`src/rtl/keypad_pkg.sv`:
```
// keypad_pkg: shared types and constants for the 4x4 keypad scan controller.
//   scan_state_t       - FSM encoding of the scan controller.
//   KEY_SUBMIT_LETTER  - key code of R3C0.
//   KEY_SUBMIT_WORD    - key code of R3C2.
//   onehot16_to_code() - converts a one-hot 16-bit scan snapshot to a key code.
package keypad_pkg;

  typedef enum logic [1:0] {
    IDLE     = 2'd0,
    DEBOUNCE = 2'd1,
    PRESSED  = 2'd2,
    RELEASE  = 2'd3
  } scan_state_t;

  localparam logic [3:0] KEY_SUBMIT_LETTER = 4'hC;
  localparam logic [3:0] KEY_SUBMIT_WORD   = 4'hE;

  // Snapshot bit 4*c+k holds row-line bit k seen while column c was driven.
  // row[3] is R0, so row_idx = 3-k, which for a 2-bit k is simply ~k.
  function automatic logic [3:0] onehot16_to_code(input logic [15:0] snap);
    logic [3:0] code;
    logic [3:0] idx;
    code = 4'h0;
    for (int i = 0; i < 16; i++) begin
      idx = 4'(i);
      if (snap[i]) code = {~idx[1:0], idx[3:2]};
    end
    return code;
  endfunction

endpackage

```
`src/rtl/keypad_scan_ctrl_sync2.sv`:
```
// keypad_scan_ctrl_sync2: 2-FF synchronizer, 4 bits wide, synchronous active-low
// reset to zero.
//   clk   in  system clock
//   nRst  in  synchronous active-low reset
//   d     in  4-bit asynchronous input
//   q     out 4-bit synchronized output
module sync2 (
  input  logic       clk,
  input  logic       nRst,
  input  logic [3:0] d,
  output logic [3:0] q
);

  logic [3:0] meta_q;
  logic [3:0] sync_q;

  always_ff @(posedge clk) begin
    if (!nRst) begin
      meta_q <= 4'b0;
      sync_q <= 4'b0;
    end else begin
      meta_q <= d;
      sync_q <= meta_q;
    end
  end

  assign q = sync_q;

endmodule

```
`src/rtl/keypad_scan_ctrl.sv`:
```
// keypad_scan_ctrl: scan controller for one 4x4 keypad. Drives one-hot columns,
// samples synchronized rows at the end of each column dwell, debounces whole
// scans, rejects multi-key presses and requires a full release between keys.
//   clk        in  system clock
//   nRst       in  synchronous active-low reset
//   row[3:0]   in  raw rows, active-high, async (row[3]=R0 .. row[0]=R3)
//   col[3:0]   out one-hot column drive (col[0]=C0 .. col[3]=C3)
//   key_code   out {row_idx, col_idx} of the last accepted key, held
//   key_valid  out one-cycle strobe per accepted key
//   key_held   out high while the accepted key is still down
//   multi_err  out one-cycle strobe when an idle scan sees several keys
module keypad_scan_ctrl
  import keypad_pkg::*;
#(
  parameter int SCAN_DIV       = 12000,
  parameter int DEBOUNCE_SCANS = 8
) (
  input  logic       clk,
  input  logic       nRst,
  input  logic [3:0] row,
  output logic [3:0] col,
  output logic [3:0] key_code,
  output logic       key_valid,
  output logic       key_held,
  output logic       multi_err
);

  localparam int         DW       = $clog2(SCAN_DIV);
  localparam logic [7:0] DB_LIMIT = 8'(DEBOUNCE_SCANS);

  function automatic logic [7:0] sat_inc(input logic [7:0] c);
    return (c == 8'hFF) ? c : c + 8'd1;
  endfunction

  logic [3:0]    rows_sync;

  logic [DW-1:0] dwell_q, dwell_d;
  logic [1:0]    col_idx_q, col_idx_d;
  logic [15:0]   snapshot_q, snapshot_d;
  scan_state_t   state_q, state_d;
  logic [15:0]   cand_q, cand_d;
  logic [7:0]    stable_cnt_q, stable_cnt_d;
  logic [7:0]    release_cnt_q, release_cnt_d;
  logic [3:0]    key_code_q, key_code_d;
  logic          key_valid_q, key_valid_d;
  logic          multi_err_q, multi_err_d;

  logic          dwell_last;
  logic          scan_eval;
  logic [15:0]   snap_full;
  logic          snap_any;
  logic          snap_multi;
  logic          snap_one;

  sync2 u_sync2 (
    .clk  (clk),
    .nRst (nRst),
    .d    (row),
    .q    (rows_sync)
  );

  assign dwell_last = (dwell_q == DW'(SCAN_DIV - 1));
  assign scan_eval  = dwell_last && (col_idx_q == 2'd3);

  // The column-3 nibble is still being captured on the evaluation cycle, so
  // the evaluated snapshot takes it straight from the synchronizer.
  assign snap_full  = {rows_sync, snapshot_q[11:0]};
  assign snap_any   = (snap_full != 16'h0);
  assign snap_multi = ((snap_full & (snap_full - 16'd1)) != 16'h0);
  assign snap_one   = snap_any && !snap_multi;

  // Dwell counter, column index and snapshot capture
  always_comb begin
    dwell_d    = dwell_q + DW'(1);
    col_idx_d  = col_idx_q;
    snapshot_d = snapshot_q;
    if (dwell_last) begin
      dwell_d    = '0;
      col_idx_d  = col_idx_q + 2'd1;
      snapshot_d[{col_idx_q, 2'b00} +: 4] = rows_sync;
    end
  end

  // Scan-level FSM, evaluated once per full scan
  always_comb begin
    state_d       = state_q;
    cand_d        = cand_q;
    stable_cnt_d  = stable_cnt_q;
    release_cnt_d = release_cnt_q;
    key_code_d    = key_code_q;
    key_valid_d   = 1'b0;
    multi_err_d   = 1'b0;
    if (scan_eval) begin
      case (state_q)
        IDLE: begin
          if (snap_one) begin
            cand_d       = snap_full;
            stable_cnt_d = 8'd1;
            if (DB_LIMIT <= 8'd1) begin
              key_code_d  = onehot16_to_code(snap_full);
              key_valid_d = 1'b1;
              state_d     = PRESSED;
            end else begin
              state_d = DEBOUNCE;
            end
          end else if (snap_multi) begin
            multi_err_d   = 1'b1;
            release_cnt_d = 8'd0;
            state_d       = RELEASE;
          end
        end
        DEBOUNCE: begin
          if (snap_full == cand_q) begin
            stable_cnt_d = sat_inc(stable_cnt_q);
            if (stable_cnt_d >= DB_LIMIT) begin
              key_code_d  = onehot16_to_code(cand_q);
              key_valid_d = 1'b1;
              state_d     = PRESSED;
            end
          end else begin
            stable_cnt_d = 8'd0;
            state_d      = IDLE;
          end
        end
        PRESSED: begin
          if (!snap_any) begin
            release_cnt_d = 8'd1;
            state_d       = RELEASE;
          end
        end
        RELEASE: begin
          // Any key seen restarts the release count; a new key is only
          // accepted after a full quiet period.
          if (!snap_any) begin
            release_cnt_d = sat_inc(release_cnt_q);
            if (release_cnt_d >= DB_LIMIT) begin
              release_cnt_d = 8'd0;
              stable_cnt_d  = 8'd0;
              state_d       = IDLE;
            end
          end else begin
            release_cnt_d = 8'd0;
          end
        end
        default: state_d = IDLE;
      endcase
    end
  end

  always_ff @(posedge clk) begin
    if (!nRst) begin
      dwell_q       <= '0;
      col_idx_q     <= 2'd0;
      snapshot_q    <= 16'h0;
      state_q       <= IDLE;
      cand_q        <= 16'h0;
      stable_cnt_q  <= 8'd0;
      release_cnt_q <= 8'd0;
      key_code_q    <= 4'h0;
      key_valid_q   <= 1'b0;
      multi_err_q   <= 1'b0;
    end else begin
      dwell_q       <= dwell_d;
      col_idx_q     <= col_idx_d;
      snapshot_q    <= snapshot_d;
      state_q       <= state_d;
      cand_q        <= cand_d;
      stable_cnt_q  <= stable_cnt_d;
      release_cnt_q <= release_cnt_d;
      key_code_q    <= key_code_d;
      key_valid_q   <= key_valid_d;
      multi_err_q   <= multi_err_d;
    end
  end

  assign col       = 4'(4'b0001 << col_idx_q);
  assign key_code  = key_code_q;
  assign key_valid = key_valid_q;
  assign key_held  = (state_q == PRESSED);
  assign multi_err = multi_err_q;

endmodule
```
`config.mk`:
```
export PLATFORM = sky130hd
export DESIGN_NAME = keypad_scan_ctrl
export DESIGN_NICKNAME = d
export VERILOG_FILES = /design/src/rtl/keypad_pkg.sv /design/src/rtl/keypad_scan_ctrl_sync2.sv /design/src/rtl/keypad_scan_ctrl.sv
export SDC_FILE = /design/constraint.sdc
export NUM_CORES = 1
export LEC_CHECK = 0
export ABC_AREA = 0
export CORE_AREA = 2 2 98 100
export CTS_BUF_LIST = sky130_fd_sc_hd__clkbuf_4 sky130_fd_sc_hd__clkbuf_8
export CTS_CLUSTER_DIAMETER = 60
export DETAILED_ROUTE_END_ITERATION = 16
export DIE_AREA = 0 0 100 102
export GPL_ROUTABILITY_DRIVEN = 1
export HOLD_SLACK_MARGIN = 0.1
export MAX_ROUTING_LAYER = met4
export PLACE_DENSITY = 0.69
export SYNTH_ARGS = -nofsm -noshare
export SYNTH_HDL_FRONTEND = slang
export SYNTH_SLANG_ARGS = --single-unit
export TNS_END_PERCENT = 1
```
`constraint.sdc`:
```
create_clock -name clk -period 3.25 [get_ports clk]
set_input_delay 0.65 -clock clk [delete_from_list [all_inputs] [get_ports clk]]
set_output_delay 0.65 -clock clk [all_outputs]
set_load 0.05 [all_outputs]
```
==> results of run 1 <==
-- layer usage --
| metal | share of wire | global-route usage | wire length [um] | vias up |
|---|---|---|---|---|
| met5 | 0 | - | 0 | - |
| met4 | 0.017 | 0.0864 | 153 | 0 |
| met1 | 0.49 | 0.243 | 4380 | 1623 |
| li1 | - | - | - | 1741 |
| met2 | 0.46 | 0.300 | 4110 | 82 |
| met3 | 0.033 | 0.0315 | 296 | 16 |
-- worst reg2reg max path: cells and delay by family (launching register included) --
family,cells,cell delay [ns]
compound gates,3,1.07
simple gates,4,1.43
flops,1,0.38
-- sequential cells by signal, summed over array words and instances, names as in the netlist, 4 cells and up --
name,count
cand_q,16
snapshot_q,12
release_cnt_q,8
u_sync2.q,4
u_sync2.meta_q,4
stable_cnt_q,8
dwell_q,14
key_code,4
-- metrics by stage --
stage	power [W]	hold WS, ns	cell area, sq um	cells
5_1_grt	0.00184	0.444	4470	604
4_1_cts	0.00179	0.435	4470	604
3_5_place_dp	0.00102	0.420	4260	589
3_3_place_gp	0.00102	0.415	4260	589
2_1_floorplan	0.00100	0.412	4000	477
6_report	0.00178	0.436	4470	604
-- path summary, 6_finish.rpt --
kind                      from               to  slack (ns)  cells after the start
min reg2reg  u_sync2.meta_q[3]     u_sync2.q[3]        0.44                      1
max reg2reg      snapshot_q[0]  stable_cnt_q[5]        0.27                      7
max              snapshot_q[0]  stable_cnt_q[5]        0.27                      7
min          u_sync2.meta_q[3]     u_sync2.q[3]        0.44                      1
-- synthesized netlist by cell type (4+ instances only) --
master	instances	area [sq um]
nor3_1	14	70.1
and3_1	15	93.8
a211oi_1	6	45.0
nor4_1	9	56.3
and2_1	18	113
a31oi_1	4	25.0
nand4_1	10	62.6
xnor2_1	9	78.8
nand2b_1	7	43.8
clkbuf_1	19	71.3
and4_1	4	35.0
mux2i_1	17	170
nand3_1	22	110
o21ai_0	9	45.0
xor2_1	21	184
ha_1	10	125
nand2_1	34	128
nor2b_1	4	25.0
dfxtp_1	76	1520
o31ai_1	5	37.5
nor2_1	70	263
a21oi_1	23	115
inv_1	12	45.0
o221a_2	6	67.6
or4_1	5	37.5
-- where the power goes --
part	leakage [nW]	internal (W)	switching, W
Sequential	0.614	0.000938	0.00000875
Clock	0.106	0.000434	0.000345
Combinational	0.970	0.0000218	0.0000324
-- logic make-up (layout without fill, tap and decap cells) --
family,after synthesis,after routing,synth area share
AO/OA/AOI/OAI,80,80,0.143
XOR/XNOR,30,30,0.0656
adder cells (fa/ha/maj),11,11,0.0338
buffers and inverters,35,51,0.0372
flip-flops,76,76,0.380
multiplexers,17,17,0.0425
AND/OR/NAND/NOR,228,228,0.298
-- area by class of cell --
cell class | instances | area (sq um)
sequential | 76 | 1520
fill | 877 | 4640
multi-input combinational | 366 | 2340
clock inverter | 5 | 77.6
inverter | 12 | 45.0
clock buffer | 10 | 131
tap | 111 | 139
timing repair buffer | 24 | 220
-- placed cells by master, fill, tap and decap left out, types with 6 or more instances in the layout --
cell type,n
dfxtp_1,76
nand4_1,10
nor2_1,70
mux2i_1,17
clkbuf_8,9
inv_1,12
ha_1,10
o221a_2,6
xnor2_1,9
buf_4,8
and2_1,18
nand2_1,34
nand3_1,22
clkdlybuf4s50_1,16
nor3_1,14
nor4_1,8
xor2_1,21
o21ai_0,9
a211oi_1,6
and3_1,15
a21oi_1,23
nand2b_1,7
==> results.sh, run 1 <==
export IMPL_seq_area_frac_synth=0.380
export IMPL_cts_root_buf="clkbuf_8"
export IMPL_die_height_um=102
export IMPL_core_area_sq_um=9110
export IMPL_finalWeightedCongestion=0.942
export IMPL_arrival_ns=3.23
export IMPL_critPathMaxFanout=7
export IMPL_yosysWarnings=0
export IMPL_vdd_drop_max_uv=232
export IMPL_drc=0
export IMPL_grt_pass1_vias=3334
export IMPL_cp_common_cell="or4_1"
export IMPL_rsz0062_at_grt="no"
export IMPL_cp_cell_sequence="or4_1 > or4_1 > a221oi_2 > nand4_2 > a2111o_1 > and2_1 > o221a_2"
export IMPL_netlist_area_sq_um=4000
export IMPL_start_util=0.439
export IMPL_cts_tree="built"
export IMPL_layout_min_cycle_time_ns=2.98
export IMPL_avgSynthCellArea_sq_um=8.39
export IMPL_core_rowCount=35
export IMPL_drtIter0Drc=152
export IMPL_drive_above_1_share=0.0771
export IMPL_ys_ff_latch=76
export IMPL_finalSetupTns_ns=0
export IMPL_design_die_area_sq_um=10200
export IMPL_die_w_um=100
export IMPL_hold_class="reg -> reg"
export IMPL_first_pass_iters=5
export IMPL_layout_core_utilization=0.491
export IMPL_required_ns=3.50
export IMPL_fin_skew_ns=0.0117
export IMPL_slowest_delay_ns=0.58
export IMPL_finalHoldViolCount=0
export IMPL_startpoint_type="register"
export IMPL_overflow=0
export IMPL_max_cap_violations=0
export IMPL_slew_viol_final=0
export IMPL_via_count=3462
export IMPL_dp_final_hpwl_um=6270
export IMPL_viasPerCell=5.73
export IMPL_clock_fmax_mhz=336
export IMPL_clk_latency_ns=0.35
export IMPL_p_per_area_nw_per_um2=398
export IMPL_status="finished, final reports clean"
export IMPL_antenna_left=0
export IMPL_nNetsFinal=505
export IMPL_synth_edf_count=0
export IMPL_cp_buffers_inverters=0
export IMPL_hold_buffers=0
export IMPL_io_pins=17
export IMPL_slew_headroom=0.595
export IMPL_io_buffers=16
export IMPL_postSynth_asyncResetShare=0
export IMPL_pre_cts_slack_ns=0.282
export IMPL_timing_final_crit_share=0.917
export IMPL_antenna_found_initial=0
export IMPL_critPathSlowestCell="or4_1"
export IMPL_insertedDiodeCount=0
export IMPL_cts_resized=0
export IMPL_clkTransAtPathRegs_ns=0.08
export IMPL_worst_slew_pin_slew_ns=0.606
export IMPL_critPathTopFamily="simple AND/OR/NAND/NOR gates"
export IMPL_worstSetupEndpointType="register"
export IMPL_setup_viol=0
export IMPL_p_leak_nw=1.69
export IMPL_htree_levels=3
export IMPL_grt_first_pass_wirelength_um=15200
export IMPL_clockBufferDepth=2
export IMPL_yosysUniqueCellTypes=62
export IMPL_clock_sinks=76
export IMPL_cts_buffers=9
export IMPL_synth_ff_type="dfxtp_1"
export IMPL_path_class="reg -> reg"
export IMPL_grt_max_degree=27
export IMPL_syn_num_nets=493
export IMPL_synthToLayoutAreaGrowth_pct=11.8
export IMPL_wl_um=8940
export IMPL_post_cts_buffers=0
export IMPL_worst_slack_ns=0.270
export IMPL_grt_usage=0.191
export IMPL_syn_inst=477
export IMPL_wl_per_cell_um=14.8
(Power assumes the default switching activity.)
==> run 2: changes to the inputs <==
Settings changed: CTS_CLUSTER_DIAMETER 60 to 30.
==> results of run 2 <==
Same layout as run 1: the final DEF is identical, and so are final timing and power.
==> run 3: changes to the inputs <==
Settings changed: GPL_ROUTABILITY_DRIVEN 1 to default.
==> results of run 3 <==
Same layout as run 1: the final DEF is identical, and so are final timing and power.
